<file path="src/rtl/core_mem_arb_pkg.sv">
// Shared types and constants for the core memory arbiter slice.
package core_mem_arb_pkg;

  typedef enum logic {
    ARB_I = 1'b0,
    ARB_D = 1'b1
  } arb_sel_t;

  localparam int unsigned STARVE_CNT_W     = 4;
  localparam int unsigned STARVE_LIMIT_DEF = 4;

endpackage

</file>
<file path="src/rtl/core_mem_arbiter_if.sv">
// Fetch, data and shared memory bus signals; slave is the arbiter's view, master the environment's.
interface core_mem_arbiter_if #(
  parameter int unsigned MEM_ADDR_W = 64,
  parameter int unsigned MEM_DATA_W = 64,
  parameter int unsigned MEM_STRB_W = 8
);
  logic                  i_req;
  logic                  i_gnt;
  logic [MEM_ADDR_W-1:0] i_addr;
  logic                  i_wen;
  logic [MEM_STRB_W-1:0] i_strb;
  logic [MEM_DATA_W-1:0] i_wdata;
  logic [MEM_DATA_W-1:0] i_rdata;
  logic                  i_err;

  logic                  d_req;
  logic                  d_gnt;
  logic [MEM_ADDR_W-1:0] d_addr;
  logic                  d_wen;
  logic [MEM_STRB_W-1:0] d_strb;
  logic [MEM_DATA_W-1:0] d_wdata;
  logic [MEM_DATA_W-1:0] d_rdata;
  logic                  d_err;

  logic                  m_req;
  logic                  m_gnt;
  logic [MEM_ADDR_W-1:0] m_addr;
  logic                  m_wen;
  logic [MEM_STRB_W-1:0] m_strb;
  logic [MEM_DATA_W-1:0] m_wdata;
  logic [MEM_DATA_W-1:0] m_rdata;
  logic                  m_err;

  modport slave (
    input  i_req, i_addr, i_wen, i_strb, i_wdata,
    output i_gnt, i_rdata, i_err,
    input  d_req, d_addr, d_wen, d_strb, d_wdata,
    output d_gnt, d_rdata, d_err,
    output m_req, m_addr, m_wen, m_strb, m_wdata,
    input  m_gnt, m_rdata, m_err
  );

  modport master (
    output i_req, i_addr, i_wen, i_strb, i_wdata,
    input  i_gnt, i_rdata, i_err,
    output d_req, d_addr, d_wen, d_strb, d_wdata,
    input  d_gnt, d_rdata, d_err,
    input  m_req, m_addr, m_wen, m_strb, m_wdata,
    output m_gnt, m_rdata, m_err
  );
endinterface

</file>
<file path="src/rtl/core_mem_arb_starve.sv">
// Counts consecutive denied fetch cycles and raises fetch priority once the limit is reached.
module core_mem_arb_starve
  import core_mem_arb_pkg::*;
#(
  parameter int unsigned STARVE_LIMIT = STARVE_LIMIT_DEF
) (
  input  logic                    g_clk,
  input  logic                    g_resetn,
  input  logic                    i_req,
  input  logic                    i_gnt,
  input  logic                    hold_v,
  output logic [STARVE_CNT_W-1:0] starve_cnt,
  output logic                    fetch_pri
);
  localparam logic [STARVE_CNT_W-1:0] LIMIT = STARVE_CNT_W'(STARVE_LIMIT);

  always_ff @(posedge g_clk) begin
    if (!g_resetn) begin
      starve_cnt <= '0;
    end else if (!i_req || i_gnt) begin
      starve_cnt <= '0;
    end else if (starve_cnt != LIMIT) begin
      starve_cnt <= starve_cnt + 1'b1;
    end
  end

  // A held owner must finish first, so priority waits for the hold to drop.
  assign fetch_pri = (starve_cnt == LIMIT) && !hold_v;

endmodule

</file>
<file path="src/rtl/core_mem_arbiter.sv">
// 2:1 arbiter sharing one memory bus between fetch and load/store; data wins unless fetch starves.
module core_mem_arbiter
  import core_mem_arb_pkg::*;
#(
  parameter int unsigned MEM_ADDR_W   = 64,
  parameter int unsigned MEM_DATA_W   = 64,
  parameter int unsigned MEM_STRB_W   = 8,
  parameter int unsigned STARVE_LIMIT = STARVE_LIMIT_DEF
) (
  input  logic               g_clk,
  input  logic               g_resetn,
  core_mem_arbiter_if.slave  bus
);
  arb_sel_t                sel;
  arb_sel_t                hold_sel;
  arb_sel_t                rsp_sel;
  logic                    hold_v;
  logic                    rsp_v;
  logic                    fetch_pri;
  logic                    m_req_int;
  logic                    accept;
  logic                    i_gnt_int;
  logic                    owner_req;
  logic [STARVE_CNT_W-1:0] starve_cnt;

  logic [MEM_ADDR_W-1:0]   mux_addr;
  logic                    mux_wen;
  logic [MEM_STRB_W-1:0]   mux_strb;
  logic [MEM_DATA_W-1:0]   mux_wdata;

  always_comb begin
    sel = ARB_I;
    if (hold_v) begin
      sel = hold_sel;
    end else if (bus.i_req && (!bus.d_req || fetch_pri)) begin
      sel = ARB_I;
    end else if (bus.d_req) begin
      sel = ARB_D;
    end
  end

  always_comb begin
    mux_addr  = bus.i_addr;
    mux_wen   = bus.i_wen;
    mux_strb  = bus.i_strb;
    mux_wdata = bus.i_wdata;
    if (sel == ARB_D) begin
      mux_addr  = bus.d_addr;
      mux_wen   = bus.d_wen;
      mux_strb  = bus.d_strb;
      mux_wdata = bus.d_wdata;
    end
  end

  assign m_req_int   = (bus.i_req || bus.d_req) && g_resetn;
  assign accept      = m_req_int && bus.m_gnt;
  assign i_gnt_int   = accept && (sel == ARB_I);

  assign bus.m_req   = m_req_int;
  assign bus.m_addr  = mux_addr;
  assign bus.m_wen   = mux_wen;
  assign bus.m_strb  = mux_strb;
  assign bus.m_wdata = mux_wdata;
  assign bus.i_gnt   = i_gnt_int;
  assign bus.d_gnt   = accept && (sel == ARB_D);

  assign bus.i_rdata = bus.m_rdata;
  assign bus.d_rdata = bus.m_rdata;
  assign bus.i_err   = g_resetn && bus.m_err && rsp_v && (rsp_sel == ARB_I);
  assign bus.d_err   = g_resetn && bus.m_err && rsp_v && (rsp_sel == ARB_D);

  core_mem_arb_starve #(
    .STARVE_LIMIT (STARVE_LIMIT)
  ) u_starve (
    .g_clk      (g_clk),
    .g_resetn   (g_resetn),
    .i_req      (bus.i_req),
    .i_gnt      (i_gnt_int),
    .hold_v     (hold_v),
    .starve_cnt (starve_cnt),
    .fetch_pri  (fetch_pri)
  );

  // Any non-stalled cycle (accepted or idle) drops the hold, so arbitration restarts fresh.
  always_ff @(posedge g_clk) begin
    if (!g_resetn) begin
      hold_v   <= 1'b0;
      hold_sel <= ARB_I;
      rsp_v    <= 1'b0;
      rsp_sel  <= ARB_I;
    end else begin
      hold_v   <= m_req_int && !bus.m_gnt;
      if (m_req_int && !bus.m_gnt) begin
        hold_sel <= sel;
      end
      rsp_v    <= accept;
      rsp_sel  <= sel;
    end
  end

  assign owner_req = (hold_sel == ARB_I) ? bus.i_req : bus.d_req;

  a_gnt_onehot: assert property (@(posedge g_clk) disable iff (!g_resetn)
    !(bus.i_gnt && bus.d_gnt));

  a_hold_stable: assert property (@(posedge g_clk) disable iff (!g_resetn)
    (m_req_int && !bus.m_gnt) |=>
      (owner_req && $stable(mux_addr) && $stable(mux_wen) &&
       $stable(mux_strb) && $stable(mux_wdata)));

endmodule

</file>
<file path="src/flat_wrapper.sv">
// flat-port wrapper written by rule: the top's interface ports become plain ports
module core_mem_arbiter_flat import core_mem_arb_pkg::*;
#(
  parameter int unsigned MEM_ADDR_W   = 64,
  parameter int unsigned MEM_DATA_W   = 64,
  parameter int unsigned MEM_STRB_W   = 8,
  parameter int unsigned STARVE_LIMIT = STARVE_LIMIT_DEF
)
  (g_clk, g_resetn, bus_i_req, bus_i_addr, bus_i_wen, bus_i_strb, bus_i_wdata, bus_i_gnt, bus_i_rdata, bus_i_err, bus_d_req, bus_d_addr, bus_d_wen, bus_d_strb, bus_d_wdata, bus_d_gnt, bus_d_rdata, bus_d_err, bus_m_req, bus_m_addr, bus_m_wen, bus_m_strb, bus_m_wdata, bus_m_gnt, bus_m_rdata, bus_m_err);
  core_mem_arbiter_if #(.MEM_ADDR_W(MEM_ADDR_W), .MEM_DATA_W(MEM_DATA_W), .MEM_STRB_W(MEM_STRB_W)) bus_i ();
  input  logic g_clk;
  input  logic g_resetn;
  input wire logic [$bits(bus_i.i_req)-1:0] bus_i_req;
  input wire logic [$bits(bus_i.i_addr)-1:0] bus_i_addr;
  input wire logic [$bits(bus_i.i_wen)-1:0] bus_i_wen;
  input wire logic [$bits(bus_i.i_strb)-1:0] bus_i_strb;
  input wire logic [$bits(bus_i.i_wdata)-1:0] bus_i_wdata;
  output wire logic [$bits(bus_i.i_gnt)-1:0] bus_i_gnt;
  output wire logic [$bits(bus_i.i_rdata)-1:0] bus_i_rdata;
  output wire logic [$bits(bus_i.i_err)-1:0] bus_i_err;
  input wire logic [$bits(bus_i.d_req)-1:0] bus_d_req;
  input wire logic [$bits(bus_i.d_addr)-1:0] bus_d_addr;
  input wire logic [$bits(bus_i.d_wen)-1:0] bus_d_wen;
  input wire logic [$bits(bus_i.d_strb)-1:0] bus_d_strb;
  input wire logic [$bits(bus_i.d_wdata)-1:0] bus_d_wdata;
  output wire logic [$bits(bus_i.d_gnt)-1:0] bus_d_gnt;
  output wire logic [$bits(bus_i.d_rdata)-1:0] bus_d_rdata;
  output wire logic [$bits(bus_i.d_err)-1:0] bus_d_err;
  output wire logic [$bits(bus_i.m_req)-1:0] bus_m_req;
  output wire logic [$bits(bus_i.m_addr)-1:0] bus_m_addr;
  output wire logic [$bits(bus_i.m_wen)-1:0] bus_m_wen;
  output wire logic [$bits(bus_i.m_strb)-1:0] bus_m_strb;
  output wire logic [$bits(bus_i.m_wdata)-1:0] bus_m_wdata;
  input wire logic [$bits(bus_i.m_gnt)-1:0] bus_m_gnt;
  input wire logic [$bits(bus_i.m_rdata)-1:0] bus_m_rdata;
  input wire logic [$bits(bus_i.m_err)-1:0] bus_m_err;
  assign bus_i.i_req = bus_i_req;
  assign bus_i.i_addr = bus_i_addr;
  assign bus_i.i_wen = bus_i_wen;
  assign bus_i.i_strb = bus_i_strb;
  assign bus_i.i_wdata = bus_i_wdata;
  assign bus_i_gnt = bus_i.i_gnt;
  assign bus_i_rdata = bus_i.i_rdata;
  assign bus_i_err = bus_i.i_err;
  assign bus_i.d_req = bus_d_req;
  assign bus_i.d_addr = bus_d_addr;
  assign bus_i.d_wen = bus_d_wen;
  assign bus_i.d_strb = bus_d_strb;
  assign bus_i.d_wdata = bus_d_wdata;
  assign bus_d_gnt = bus_i.d_gnt;
  assign bus_d_rdata = bus_i.d_rdata;
  assign bus_d_err = bus_i.d_err;
  assign bus_m_req = bus_i.m_req;
  assign bus_m_addr = bus_i.m_addr;
  assign bus_m_wen = bus_i.m_wen;
  assign bus_m_strb = bus_i.m_strb;
  assign bus_m_wdata = bus_i.m_wdata;
  assign bus_i.m_gnt = bus_m_gnt;
  assign bus_i.m_rdata = bus_m_rdata;
  assign bus_i.m_err = bus_m_err;
  core_mem_arbiter #(.MEM_ADDR_W(MEM_ADDR_W), .MEM_DATA_W(MEM_DATA_W), .MEM_STRB_W(MEM_STRB_W), .STARVE_LIMIT(STARVE_LIMIT)) u_core (.g_clk(g_clk), .g_resetn(g_resetn), .bus(bus_i));
endmodule
</file>
<file path="config.mk">
export PLATFORM = sky130hd
export DESIGN_NAME = core_mem_arbiter_flat
export DESIGN_NICKNAME = d
export VERILOG_FILES = /design/src/rtl/core_mem_arb_pkg.sv /design/src/rtl/core_mem_arbiter_if.sv /design/src/rtl/core_mem_arb_starve.sv /design/src/rtl/core_mem_arbiter.sv /design/src/flat_wrapper.sv
export SDC_FILE = /design/constraint.sdc
export NUM_CORES = 1
export LEC_CHECK = 0
export CELL_PAD_IN_SITES_DETAIL_PLACEMENT = 1
export CELL_PAD_IN_SITES_GLOBAL_PLACEMENT = 2
export CORE_AREA = 4 4 239 241
export DETAILED_ROUTE_END_ITERATION = 8
export DIE_AREA = 0 0 243 245
export GPL_ROUTABILITY_DRIVEN = 1
export HOLD_SLACK_MARGIN = 0.02
export PLACE_DENSITY_LB_ADDON = 0.05
export SLEW_MARGIN = 25
export SYNTH_ARGS = -nofsm -noshare
export SYNTH_HDL_FRONTEND = slang
export SYNTH_SLANG_ARGS = --single-unit
</file>
<file path="constraint.sdc">
create_clock -name g_clk -period 4.5 [get_ports g_clk]
set_clock_uncertainty 0.2 [all_clocks]
set_input_delay 0.675 -clock g_clk [delete_from_list [all_inputs] [get_ports g_clk]]
set_output_delay 0.675 -clock g_clk [all_outputs]
set_load 0.01 [all_outputs]
</file>
==> impl_metrics.tcl <==
set metrics [dict create \
    fin_util_pct 13.1 \
    grt_pass1_vias 3899 \
    cts-root-buf "clkbuf_16" \
    slowest_delay_ns 0.54 \
    fin_ws_ns 0.502 \
    fin_area_sq_um 7200 \
    crit_arrival_ns 3.12 \
    crit_path_start_kind "input port" \
    p_total_mw 0.971 \
    cp_data_required_time_ns 3.62 \
    path_max_fanout 20 \
    drtIter0Drc 42 \
    htreeDepth 1 \
    yosysTopAreaCellShare_pct 36.1 \
    cp_top_family "buffers and inverters" \
    wl_um 23600 \
    path_cells "clkdlybuf4s50_1 -> nand4b_1 -> a21oi_4 -> buf_12 -> buf_4 -> mux2_1 -> clkdlybuf4s50_1" \
    design.die.area_sq_um 59500 \
    drtPass1Iterations 2 \
    grt_overflow 0 \
    track_usage_pct 7.36 \
    critPathKind "input port to output port" \
    dp_hpwl_um 21700 \
    relSlewSlack_pct 77.3 \
    critPathBufInv 4 \
    layout-drive-gt1-share_pct 8.50 \
    cts_tree "built" \
    rows 86 \
    vias_per_cell 2.62 \
    maxCapViolCount 0 \
    stdcell_count 1317 \
    hold_buffers 0 \
    path_clk_slew_ns 0.04 \
    clk_latency_ns 0.23 \
    yosysWarnings 0 \
    most-common-layout-cells "420 x clkdlybuf4s50_1, 97 x mux2_1, 40 x mux2_2" \
    syn_nets 670 \
    status "finished clean" \
    max_freq_ghz 0.250 \
    grt_start_max_net_pins 52 \
    nNetsFinal 960 \
    num_vias 3446 \
    synth.avg_cell_area_sq_um 9.34 \
    placed_cell_area_sq_um 7130 \
    ys_seq_area_share_pct 5.29 \
    whs_ns 0.263 \
    cts_setup_buffers 0 \
    dp_cells 1313 \
    cts_buffers 3 \
    power.density_nw_per_um2 135 \
    ant_nets 0 \
    die_x_um 243 \
    drc 0 \
    cts_sinks 8 \
    pre_cts_ws_ns 0.475 \
    grt_setup_unrepaired "false" \
    setup_violations 0 \
    cts_resized 0 \
    synth_area_leaders "mux2_1 36%, buf_4 32%, mux2_2 15%" \
    hold_class "flip-flop to flip-flop" \
    drt-wirelength-per-cell_um 18.0 \
    slew_viol_final 0 \
    grt_antenna_before_repair 6 \
    grt_pass1_wl_um 32000 \
    period_needed_ns 4.00 \
    final_common_cell "clkdlybuf4s50_1" \
    synth_area_sq_um 3030 \
    die_h_um 245 \
    slowest_stage "clkdlybuf4s50_1" \
    cp-end-kind "output port" \
    ir_drop_v 0.000116 \
    io_pins 614 \
    area_delta_synth_final_pct 138 \
    core_sq_um 54900 \
    setup_tns_ns 0 \
    gp_congestion 0.735 \
    synth_top_area_cell "mux2_1" \
    ys_types 24 \
    hold_violations 0 \
    period_share_pct 88.8 \
    port_buffers 421 \
    syn_inst 324 \
    power.leakage_nw 2.45 \
    timing.critical_path.mode_cell "clkdlybuf4s50_1" \
    worstMarginPinSlew_ns 0.340 \
    clk_path_buf_depth 2 \
    start_util_pct 5.51 \
    ys_ff_latch 8 \
]
kinds of logic (layout without fill, tap and decap cells):
family                     Yosys count  after routing  synth area share (%)
AOI/OAI and AO/OA                    5              5                  1.20
xor gates and xnor gates             1              1                 0.290
muxes                              140            140                  52.0
and+or+nand+nor                     20             20                  3.39
DFF                                  8              8                  5.29
other                                0              1                     0
buffers and inverters              148            436                  37.0
adders and majority gates            2              2                 0.827
area by class of cell:
cell class,instances,area [sq um]
fillers,6410,47700
repair buffers,428,4310
multi-input cells,168,1750
well taps,704,881
flip-flops and latches,8,160
clock buffers,3,75.1
inverters,5,18.8
diodes,1,2.50
cells in the mapped netlist:
cell,n
buf_4,129
mux2_1,97
mux2_2,40
buf_6,10
dfxtp_1,8
inv_1,5
nor2_1,5
buf_2,4
mux2i_1,3
nand2_1,3
nor2b_1,3
nor3_1,3
ha_1,2
nand3_1,2
a211oi_1,1
a21oi_1,1
a21oi_2,1
and2_1,1
nand3b_1,1
nand4b_1,1
nor4_1,1
o211ai_1,1
o21a_1,1
xnor2_1,1
sequential cells by signal (all words and copies together) (netlist names):
name                        cells
u_core.u_starve.starve_cnt      4
u_core.hold_sel                 1
u_core.hold_v                   1
u_core.rsp_sel                  1
u_core.rsp_v                    1
tightest hold or removal path, cell delays in order, from the launching register on:
cell,delay (ns)
dfxtp_1,0.31
nand2_1,0.05
mux2i_1,0.05
final timing paths:
path	start	end	slack (ns)	cells past startpoint
hold reg to reg	u_core.hold_sel	u_core.hold_sel	0.26	2
setup / recovery	bus_i_req	bus_m_addr[42]	0.50	7
setup reg to reg	u_core.u_starve.starve_cnt[0]	u_core.hold_sel	2.63	6
hold / removal	u_core.hold_sel	u_core.hold_sel	0.26	2
report_power, final:
part / internal (mW) / leakage (nW) / switching [mW]
registers: 0.0744 / 0.0656 / 0.00206
clock network: 0.115 / 0.0370 / 0.0358
logic: 0.499 / 2.35 / 0.245
metal layers:
layer	up-vias	track usage [%]	part of all wire (%)
met4	10	0.492	0.60
met5	-	0	0.23
li1	1562	-	-
met2	267	14.6	55
met1	1582	7.03	33
met3	25	3.78	11
(Power assumes the default switching activity.)
